$ cat src/rtl/conf_arb_pkg.sv
// Shared types and helpers for the configuration bus arbiter: state encoding,
// bus width, majority vote and the round-robin winner search.
package conf_arb_pkg;

  localparam int CONF_W  = 16;
  localparam int MAX_REQ = 8;
  localparam int OWN_W   = 3;

  typedef enum logic [1:0] {
    IDLE  = 2'd0,
    GRANT = 2'd1,
    GAP   = 2'd2
  } arb_state_e;

  function automatic logic [31:0] maj3(input logic [31:0] a,
                                       input logic [31:0] b,
                                       input logic [31:0] c);
    return (a & b) | (a & c) | (b & c);
  endfunction

  // First set request searching upward, cyclically, from last+1; last itself
  // is checked last so the previous winner has the lowest priority.
  function automatic logic [OWN_W-1:0] rr_pick(input logic [MAX_REQ-1:0] req,
                                               input logic [OWN_W-1:0]   last,
                                               input int                 nreq);
    logic [OWN_W-1:0] win;
    int idx;
    win = last;
    for (int i = MAX_REQ; i >= 1; i--) begin
      idx = int'(last) + i;
      if (idx >= nreq) idx = idx - nreq;
      if (i <= nreq && req[idx[OWN_W-1:0]]) win = idx[OWN_W-1:0];
    end
    return win;
  endfunction

endpackage

$ cat src/rtl/conf_bus_arbiter_tmr_vote.sv
// Majority voter for one triplicated register group, with a disagreement flag.
module tmr_vote
  import conf_arb_pkg::*;
#(
  parameter int W = 1
) (
  input  logic [W-1:0] a_i,
  input  logic [W-1:0] b_i,
  input  logic [W-1:0] c_i,
  output logic [W-1:0] v_o,
  output logic         err_o
);

  assign v_o   = W'(maj3(32'(a_i), 32'(b_i), 32'(c_i)));
  assign err_o = (a_i != v_o) || (b_i != v_o) || (c_i != v_o);

endmodule

$ cat src/rtl/conf_bus_arbiter.sv
// Round-robin owner arbitration of the configuration write bus with stall
// timeout; all control state is held in three voted copies.
module conf_bus_arbiter
  import conf_arb_pkg::*;
#(
  parameter int NREQ    = 4,
  parameter int TIMEOUT = 255,
  parameter int TO_W    = 8
) (
  input  logic                   Clk,
  input  logic                   Reset,
  input  logic [NREQ-1:0]        Req,
  input  logic [NREQ-1:0]        Req_Write,
  input  logic [CONF_W*NREQ-1:0] Req_Data,
  input  logic [CONF_W*NREQ-1:0] Req_Address,
  input  logic                   Err_Clear,
  output logic [NREQ-1:0]        Gnt,
  output logic                   Conf_Write_Out,
  output logic [CONF_W-1:0]      Conf_Data_Out,
  output logic [CONF_W-1:0]      Conf_Address_Out,
  output logic                   Conf_Free_Out,
  output logic                   Timeout_Err,
  output logic                   Vote_Err
);

  logic [2:0][1:0]       st_q;
  logic [2:0][OWN_W-1:0] own_q, lw_q;
  logic [2:0][TO_W-1:0]  cnt_q;
  logic [2:0][NREQ-1:0]  gnt_q;
  logic [2:0]            terr_q;

  arb_state_e            st_d;
  logic [OWN_W-1:0]      own_d, lw_d;
  logic [TO_W-1:0]       cnt_d;
  logic [NREQ-1:0]       gnt_d;
  logic                  terr_d;

  logic [1:0]            st_v;
  logic [OWN_W-1:0]      own_v, lw_v;
  logic [TO_W-1:0]       cnt_v;
  logic [NREQ-1:0]       gnt_v;
  logic                  terr_v;
  logic [5:0]            mm;

  logic                  cw_q, cw_d;
  logic [CONF_W-1:0]     cd_q, cd_d, ca_q, ca_d;
  logic                  verr_q;

  logic [MAX_REQ-1:0]    req_pad, wr_pad;
  logic [OWN_W-1:0]      winner;
  logic [CONF_W-1:0]     own_data, own_addr;
  logic [TO_W-1:0]       cnt_inc;
  logic                  terr_set;

  tmr_vote #(.W(2))     u_vote_st   (.a_i(st_q[0]),   .b_i(st_q[1]),   .c_i(st_q[2]),   .v_o(st_v),   .err_o(mm[0]));
  tmr_vote #(.W(OWN_W)) u_vote_own  (.a_i(own_q[0]),  .b_i(own_q[1]),  .c_i(own_q[2]),  .v_o(own_v),  .err_o(mm[1]));
  tmr_vote #(.W(OWN_W)) u_vote_lw   (.a_i(lw_q[0]),   .b_i(lw_q[1]),   .c_i(lw_q[2]),   .v_o(lw_v),   .err_o(mm[2]));
  tmr_vote #(.W(TO_W))  u_vote_cnt  (.a_i(cnt_q[0]),  .b_i(cnt_q[1]),  .c_i(cnt_q[2]),  .v_o(cnt_v),  .err_o(mm[3]));
  tmr_vote #(.W(NREQ))  u_vote_gnt  (.a_i(gnt_q[0]),  .b_i(gnt_q[1]),  .c_i(gnt_q[2]),  .v_o(gnt_v),  .err_o(mm[4]));
  tmr_vote #(.W(1))     u_vote_terr (.a_i(terr_q[0]), .b_i(terr_q[1]), .c_i(terr_q[2]), .v_o(terr_v), .err_o(mm[5]));

  assign req_pad = MAX_REQ'(Req);
  assign wr_pad  = MAX_REQ'(Req_Write);
  assign winner  = rr_pick(req_pad, lw_v, NREQ);
  assign cnt_inc = cnt_v + TO_W'(1);

  always_comb begin
    own_data = '0;
    own_addr = '0;
    for (int i = 0; i < NREQ; i++) begin
      if (own_v == OWN_W'(i)) begin
        own_data = Req_Data[i*CONF_W +: CONF_W];
        own_addr = Req_Address[i*CONF_W +: CONF_W];
      end
    end
  end

  always_comb begin
    st_d     = arb_state_e'(st_v);
    own_d    = own_v;
    lw_d     = lw_v;
    cnt_d    = cnt_v;
    gnt_d    = gnt_v;
    terr_set = 1'b0;
    cw_d     = 1'b0;
    cd_d     = cd_q;
    ca_d     = ca_q;
    case (arb_state_e'(st_v))
      IDLE: begin
        gnt_d = '0;
        if (|Req) begin
          st_d  = GRANT;
          own_d = winner;
          lw_d  = winner;
          cnt_d = '0;
          gnt_d = NREQ'(1) << winner;
        end
      end
      GRANT: begin
        if (!req_pad[own_v]) begin
          gnt_d = '0;
          st_d  = GAP;
        end else if (wr_pad[own_v]) begin
          cw_d  = 1'b1;
          cd_d  = own_data;
          ca_d  = own_addr;
          cnt_d = '0;
        end else begin
          cnt_d = cnt_inc;
          if (cnt_inc == TO_W'(TIMEOUT)) begin
            gnt_d    = '0;
            st_d     = GAP;
            terr_set = 1'b1;
          end
        end
      end
      GAP: begin
        gnt_d = '0;
        st_d  = IDLE;
      end
      default: begin
        gnt_d = '0;
        st_d  = GAP;
      end
    endcase
    // a fresh timeout outranks a simultaneous clear
    terr_d = terr_set | (terr_v & ~Err_Clear);
  end

  always_ff @(posedge Clk or posedge Reset) begin
    if (Reset) begin
      st_q   <= {3{IDLE}};
      own_q  <= '0;
      lw_q   <= {3{OWN_W'(NREQ-1)}};
      cnt_q  <= '0;
      gnt_q  <= '0;
      terr_q <= '0;
      cw_q   <= 1'b0;
      cd_q   <= '0;
      ca_q   <= '0;
      verr_q <= 1'b0;
    end else begin
      for (int k = 0; k < 3; k++) begin
        st_q[k]   <= st_d;
        own_q[k]  <= own_d;
        lw_q[k]   <= lw_d;
        cnt_q[k]  <= cnt_d;
        gnt_q[k]  <= gnt_d;
        terr_q[k] <= terr_d;
      end
      cw_q   <= cw_d;
      cd_q   <= cd_d;
      ca_q   <= ca_d;
      verr_q <= |mm;
    end
  end

  assign Gnt              = gnt_v;
  assign Conf_Write_Out   = cw_q;
  assign Conf_Data_Out    = cd_q;
  assign Conf_Address_Out = ca_q;
  assign Conf_Free_Out    = (st_v == IDLE);
  assign Timeout_Err      = terr_v;
  assign Vote_Err         = verr_q;

endmodule
$ cat config.mk
export PLATFORM = sky130hd
export DESIGN_NAME = conf_bus_arbiter
export DESIGN_NICKNAME = d
export VERILOG_FILES = /design/src/rtl/conf_arb_pkg.sv /design/src/rtl/conf_bus_arbiter_tmr_vote.sv /design/src/rtl/conf_bus_arbiter.sv
export SDC_FILE = /design/constraint.sdc
export NUM_CORES = 1
export LEC_CHECK = 0
export ABC_AREA = 1
export CAP_MARGIN = 20
export CORE_UTILIZATION = 43
export CTS_CLUSTER_DIAMETER = 80
export DETAILED_ROUTE_END_ITERATION = 12
export GPL_ROUTABILITY_DRIVEN = 0
export PLACE_DENSITY = 0.87
export SLEW_MARGIN = 40
export SYNTH_ARGS = -nofsm -noshare
export SYNTH_HDL_FRONTEND = slang
export SYNTH_SLANG_ARGS = --single-unit
$ cat constraint.sdc
create_clock -name Clk -period 2.9 [get_ports Clk]
set_input_delay 0.435 -clock Clk [delete_from_list [all_inputs] [get_ports Clk]]
set_output_delay 0.435 -clock Clk [all_outputs]
set_load 0.02 [all_outputs]
==> results of run 1 <==
## kinds of logic (layout without fill, tap and decap cells)
family          Yosys count  in the layout  synth area share
simple gates            258            258             0.331
compound gates           85             85             0.179
buf+inv                  58            223            0.0781
flops                    53             53             0.393
fa+ha+maj                 4              4            0.0148
other cells               1              1           0.00111
xor+xnor                  1              1           0.00259
## through the flow
stage               power [mW]  area, sq um
floorplan                 3.03         3380
CTS                       4.54         5300
global placement          4.02         5210
global route              4.92         5300
detailed placement        4.12         5210
finish                    4.56         5300
## per-layer routing
| metal | track usage | wire [microns] | vias to the layer above |
|---|---|---|---|
| li1 | - | - | 1923 |
| met1 | 0.347 | 4440 | 1865 |
| met2 | 0.513 | 6050 | 231 |
| met3 | 0.0614 | 975 | 32 |
| met4 | 0.106 | 312 | 0 |
| met5 | 0 | 0 | - |
## cells in the final DEF, fill, tap and decap left out, drive strengths merged, types with 2 or more instances in the layout
master / netlist / final
a21oi: 3 / 3
nand4: 6 / 6
nand3: 95 / 95
nor2: 23 / 23
dfrtp: 51 / 51
buf: 13 / 9
clkinvlp: 0 / 2
nor3: 2 / 2
o22ai: 3 / 3
dfstp: 2 / 2
clkbuf: 16 / 6
inv: 29 / 29
o21ai: 46 / 46
clkdlybuf4s50: 0 / 177
a221oi: 31 / 31
ha: 4 / 4
nand2: 130 / 130
## worst paths after layout
check | endpoint | slack [ps] | depth (start not counted)
max | gnt_q[11] | 670 | 12
min in group asynchronous | Conf_Address_Out[15] | 620 | 3
max in group asynchronous | Conf_Address_Out[14] | 1850 | 3
min reg2reg | Conf_Data_Out[12] | 490 | 2
max reg2reg | gnt_q[11] | 670 | 12
min | Conf_Data_Out[12] | 490 | 2
## cell type report
cell class              instances  area, sq um  share of cell area
flip-flops and latches         53         1330               0.251
multi-input cells             349         1800               0.339
clock inverters                 2         15.0             0.00283
repair buffers                186         1850               0.349
well taps                      99          124              0.0234
inverters                      29          109              0.0205
clock buffers                   6         72.6              0.0137
## report_power, final
part           total, mW  leakage [nW]  internal [mW]  switching (mW)
logic               2.94          1.65           1.18            1.76
clock network      0.421        0.0374          0.171           0.251
registers           1.19         0.689           1.00           0.188
## sequential cells by signal (all words and copies together) (netlist names)
signal	flops
Conf_Address_Out	16
Conf_Data_Out	16
Conf_Write_Out	1
cnt_q	8
gnt_q	4
lw_q	3
own_q	2
st_q	2
terr_q	1
## tightest hold or removal path, cell delays in order (launching register included)
cell,delay (ps)
sky130_fd_sc_hd__dfrtp_1,360
sky130_fd_sc_hd__nand2_1,60
sky130_fd_sc_hd__o21ai_2,50
==> results.txt, run 1 <==
The post-layout minimum cycle time came out at 2230 ps. The worst setup path is of the reg2reg kind. The tree is rooted in a sky130_fd_sc_hd__clkbuf_8. The final cell count without fillers came out at 724. The final core utilization is 0.715.

On the critical path the largest part of the delay comes from simple AND/OR/NAND/NOR gates. The wire-length estimate of the detail-placed layout is 8760 microns. The least setup slack across all paths after layout is 674 ps.

The number of distinct library cells after synthesis came out at 29. The total number of H-tree levels is 2. Entering global routing, the biggest net connects 67 pins. The initial core utilization came out at 0.456.

The maximum resistive drop on vdd is 0.688 mV. Using the TritonRoute via totals, the vias-per-cell ratio works out to 5.60. The largest single stage delay on the critical path is 630 ps.

Buffers placed on the I/O ports in this run total 177. The final antenna diode count is 0. After synthesis, the share of flip-flops with an asynchronous set or reset is 1.00. The clock transition at the registers of the reported paths came out at 100 ps. The worst-skew pair later-pin latency is 320 ps. The routed wirelength normalized by instance count is 16.3 microns. By area the synthesized netlist is led by sky130_fd_sc_hd__dfrtp_1 38%, sky130_fd_sc_hd__nand2_1 14%, sky130_fd_sc_hd__nand3_1 14%.

The critical-path maximum fanout is 8. The cell area after synthesis is 3380 sq um. The number of nets produced by synthesis came out at 603. The net total in the final layout came out at 767. The aggregate global-route resource usage came out at 0.291. The most numerous cell type found on the critical path is sky130_fd_sc_hd__nand2_1. The flow ran to the end, and the final reports show no timing, DRC or antenna violations. The most used flip-flop cell after synthesis is sky130_fd_sc_hd__dfrtp_1. The count of final max-slew check failures is 0. The setup slack after placement came out at 692 ps. The top-level I/O count is 179.

The cell area power density is 860 nW/um^2. The total DRC errors in the routed layout came out at 0. The number of standard cells after synthesis is 460. The proportion of layout cells with a drive suffix above 1 came out at 0.0688. The most critical setup path has its startpoint at lw_q[6]. The number of global-route vias before repair is 3946. The floorplan has 31 rows. The total of cells resized after clock tree synthesis is 0.

The height of the chip came out at 90.7 microns. Compared with the post-synthesis result, the final layout area differs by 56.8%. The TritonCTS clock tree is done. The final hold violation count came out at 0. The slowest stage of the critical path belongs to the cell sky130_fd_sc_hd__dfstp_2.

The worst hold path begins at Conf_Data_Out[12]. The number of buffers and inverters on the critical path is 2. The reg-to-reg critical path startpoint is lw_q[6]. The layout has 565 filler cells. Setup repair after global routing left no endpoint under its margin. Sorting the synthesized cells by how often they occur yields 129 x sky130_fd_sc_hd__nand2_1, 95 x sky130_fd_sc_hd__nand3_1, 51 x sky130_fd_sc_hd__dfrtp_1. The headroom to the max-slew limit came out at 0.565. The average footprint of a synthesized cell came out at 7.35 sq um. The number of antenna violations at the first check in global routing is 0. The instance count after placement with tap cells included is 716.

The signal on the critical path passes through inv_2, ha_1, inv_1, nand3_1, nand2_1, nor2_1, nand2_1, nand3_1, nand2_1, nor2_1, nand3_1, nand2_1. The remaining global-route overflow is 0. The length of the first detailed-routing pass in iterations is 4. STA classifies the critical path startpoint as a register.

The total area inside the core boundary comes to 7410 sq um. The type of destination of the critical path is a register. The via count came out at 4051. sky130_fd_sc_hd__dfrtp_1 takes more of the synthesized area than any other cell. STA puts the critical path data arrival time at 2480 ps.

The data required time at the worst endpoint is 3160 ps. The first-pass GRT wire length is 18900 microns. The detail route stage leaves a number of antenna-violating nets equal to 0. Setup violations remaining at the end of the flow were counted as 0.

The floorplan step set the die width to 90.7 microns. For the final routed database, the setup TNS stands at 0 ps. The slew at the pin closest to its max-slew limit came out at 652 ps. The post-synthesis sequential area ratio came out at 0.393. Across all hold checks on the routed design, the worst slack comes to 494 ps. The clock passes through at most 2 buffers. The clock skew after layout is 7.29 ps. The leakage power of the design is 2.38 nW. The die covers 8220 sq um. The number of enable flip-flop cells after synthesis came out at 0. The peak clock frequency supported by timing is 449 MHz. The yosys synthesis warning count came out at 0. The top cell type's share of synthesized area is 0.378. The fraction of the cycle the final worst path needs is 0.768. In this run, CTS created clock tree buffers numbering 5.

Post-CTS timing repair inserted 0 buffers for setup. The synthesis-stage register bit count came out at 53. The total wirelength of the detailed-routed design is 11800 microns. In this run the worst hold path is classified as reg2reg. The clock sink count came out at 53. The most instantiated library cell after synthesis is sky130_fd_sc_hd__nand2_1. Across the run, the number of max-cap violations was 0. The number of DRC markers after the initial detailed-route iteration came out at 288. The quantity of hold-fixing buffers added after cts is 0.
No activity file was read; power rests on OpenSTA's default activity.
==> inputs of run 2 (changes only) <==
--- a/config.mk
+++ b/config.mk
@@ -7,11 +7,11 @@
 export LEC_CHECK = 0
 export ABC_AREA = 1
 export CAP_MARGIN = 20
-export CORE_UTILIZATION = 43
+export CORE_UTILIZATION = 36
 export CTS_CLUSTER_DIAMETER = 80
 export DETAILED_ROUTE_END_ITERATION = 12
 export GPL_ROUTABILITY_DRIVEN = 0
-export PLACE_DENSITY = 0.87
+export PLACE_DENSITY = 0.77
 export SLEW_MARGIN = 40
 export SYNTH_ARGS = -nofsm -noshare
 export SYNTH_HDL_FRONTEND = slang
==> constraint.sdc (replaced) <==
create_clock -name Clk -period 1.9 [get_ports Clk]
set_input_delay 0.285 -clock Clk [delete_from_list [all_inputs] [get_ports Clk]]
set_output_delay 0.285 -clock Clk [all_outputs]
set_load 0.02 [all_outputs]
==> run 2 against run 1 <==
Against the previous run: first-iteration DRC count down 30%; cell count up 4.3%; critical path depth up 1; maximum frequency up 24%; clock power up 55%; power up 65%; largest power group unchanged.
==> results.txt, run 2 (same netlist as run 1, synthesis figures left out) <==
The number of maximum-capacitance violations came out at 0 (unchanged). The peak clock frequency supported by timing is 558 MHz (+24%). The critical-path maximum fanout was 6 (-2). The final hold violation count came out at 0 (unchanged). The first-pass GRT wire length is 18800 microns (-0.77%). The kind of start point of the critical path is a register. The die extent in x came to 98.9 microns (+9.1%).

The HPWL after detailed placement is 9330 microns (+6.6%). The top-level I/O count came to 179 (unchanged). The total die area came out at 9780 sq um (+19%). The final core utilization came out at 0.629 (-0.0868). The count of antenna-violating nets left after detailed routing came out at 0 (unchanged).

The instance count after placement with tap cells included came to 746 (+4.2%). The aggregate global-route resource usage came out at 0.242 (-0.0493). The number of DRC markers after the initial detailed-route iteration is 202 (-30%). The height of the chip came to 98.9 microns (+9.1%). Setup repair after global routing could not meet its margin everywhere.

The clock transition at the registers of the reported paths is 100 ps (about the same). The total wirelength of the detailed-routed design came out at 12000 microns (+1.5%). The leakage power of the design was 2.52 nW (+6.2%). The final antenna diode count came to 0 (unchanged). The fraction of the cycle the final worst path needs came to 0.944 (+0.176). The number of global-route vias before repair came out at 3935 (-0.28%).

The remaining global-route overflow was 0 (unchanged). The worst-skew pair later-pin latency is 310 ps (about the same). The count of final max-slew check failures is 0 (unchanged).

The tree is rooted in a sky130_fd_sc_hd__clkbuf_8. STA classifies the critical path endpoint as a register. In the layout the commonest cells are 176 x sky130_fd_sc_hd__clkdlybuf4s50_1, 124 x sky130_fd_sc_hd__nand2_1, 88 x sky130_fd_sc_hd__nand3_1. The maximum number of buffers from clock root to sink is 2 (unchanged). The critical path start-end classification is reg2reg. The arrival time of data at the critical path endpoint was 2040 ps (-440 ps). The number of standard-cell rows in the floorplan came out at 34 (+9.7%). The routed wirelength normalized by instance count is 15.8 microns (-2.7%). The post-layout minimum cycle time was 1790 ps (-433 ps). The final cell count without fillers came to 755 (+4.3%).

The number of antenna violations at the first check in global routing is 0 (unchanged). The core area was 8890 sq um (+20%). The worst hold slack after final layout is 260 ps (-234 ps).

The final setup violation count came out at 0 (unchanged). The clock sink count is 53 (unchanged). The net total in the final layout is 789 (+2.9%). The area growth from synthesis to layout is 65.4%. The number of fill cells in the layout came out at 785 (+39%). The cell area power density is 1350 nW/um^2 (+57%). The pin count of the biggest net entering global routing is 67 (unchanged). The total DRC errors in the routed layout is 0 (unchanged).

The clock skew after layout is 10.5 ps (+3.21 ps). The min-delay analysis places its worst path in the category in2async. The library cell used most frequently in the layout, excluding fill and tap cells, is sky130_fd_sc_hd__clkdlybuf4s50_1. The number of buffers inserted during clock tree synthesis is 5 (unchanged). The length of the first detailed-routing pass in iterations came to 5 (+1).

The maximum resistive drop on vdd was 0.697 mV (+1.4%). The TritonCTS clock tree is done. The quantity of hold-fixing buffers added after cts is 0 (unchanged).

The data required time at the worst endpoint is 2150 ps (-1010 ps). The initial core utilization was 0.380 (-0.0761). The via count is 4029 (-0.54%). The flow ran to the end, and the final reports show no timing, DRC or antenna violations.

The total number of H-tree levels was 2 (unchanged). The mean number of vias per cell came out at 5.34 (-4.6%). The proportion of layout cells with a drive suffix above 1 was 0.127 (+0.0579).

The number of I/O port buffers came out at 177 (unchanged).
## run 2: changes by cell type in the layout (fill, tap and decap cells not counted), moves of 2 or more
cell / change
sky130_fd_sc_hd__inv_1: -2
sky130_fd_sc_hd__nand3_2: +7
sky130_fd_sc_hd__buf_12: +3
sky130_fd_sc_hd__nand2_2: +5
sky130_fd_sc_hd__nand2_1: -5
sky130_fd_sc_hd__nand3_1: -7
sky130_fd_sc_hd__buf_4: +19
sky130_fd_sc_hd__inv_2: +2
## run 2: area by class of cell
cell class | count | area, sq um | share of cell area
clock buffer | 6 | 72.6 | 0.0130
sequential | 53 | 1330 | 0.238
tap | 108 | 135 | 0.0242
multi-input combinational | 349 | 1870 | 0.335
clock inverter | 2 | 15.0 | 0.00269
timing repair buffer | 208 | 2060 | 0.368
inverter | 29 | 109 | 0.0195
## run 2: report_power, final
part | switching (mW) | total, mW | internal (mW)
logic | 2.88 | 5.10 | 2.21
registers | 0.252 | 1.78 | 1.53
clock network | 0.392 | 0.652 | 0.261
## run 2: layer usage
layer  global-route usage  part of all wire  vias to the layer above  wire [microns]
met2                0.451              0.52                      164            6270
met5                    0                 0                        -               0
li1                     -                 -                     1971               -
met1                0.284              0.39                     1878            4660
met4               0.0586             0.016                        0             193
met3               0.0440             0.069                       16             824
## run 2: path summary, 6_finish.rpt
check | startpoint | endpoint | slack, ps | depth (start not counted)
worst min register to register | Conf_Data_Out[12] | Conf_Data_Out[12] | 490 | 2
min in group Clk | Conf_Data_Out[12] | Conf_Data_Out[12] | 490 | 2
worst max register to register | lw_q[6] | gnt_q[8] | 110 | 13
worst max-delay path | lw_q[6] | gnt_q[8] | 110 | 13
max in group asynchronous | Reset | lw_q[6] | 1070 | 3
worst min-delay path | Reset | cnt_q[17] | 260 | 2
## run 2: timing repair
action / CTS / global route
gates resized for setup: 2 / 18
cloned: 0 / 0
setup buffers: 0 / 1
pin swaps: 0 / 7
setup endpoints to repair: 2 / 11
## run 2: through the flow
stage / area (sq um) / TNS, ps / setup slack, ps / power [mW]
after floorplan: 3380 / 0 / 23.5 / 4.63
after global placement: 5420 / -123 / -68.6 / 6.54
after detailed placement: 5420 / -108 / -62.8 / 6.65
after CTS: 5520 / 0 / 0.184 / 7.36
after global routing: 5590 / -110 / -44.4 / 8.15
final: 5590 / 0 / 106 / 7.53
## run 2: critical path: stages (launching register included)
cell                      delay [ps]
sky130_fd_sc_hd__dfstp_2         550
sky130_fd_sc_hd__inv_2            50
sky130_fd_sc_hd__ha_4            320
sky130_fd_sc_hd__inv_2            50
sky130_fd_sc_hd__nand3_2          90
sky130_fd_sc_hd__nand2_1          60
sky130_fd_sc_hd__nor2_1           90
sky130_fd_sc_hd__nand2_1          80
sky130_fd_sc_hd__nand2_1          60
sky130_fd_sc_hd__nand2_1          60
sky130_fd_sc_hd__nand2_2          70
sky130_fd_sc_hd__buf_4           110
sky130_fd_sc_hd__nand3_1          80
sky130_fd_sc_hd__nand2_1          60
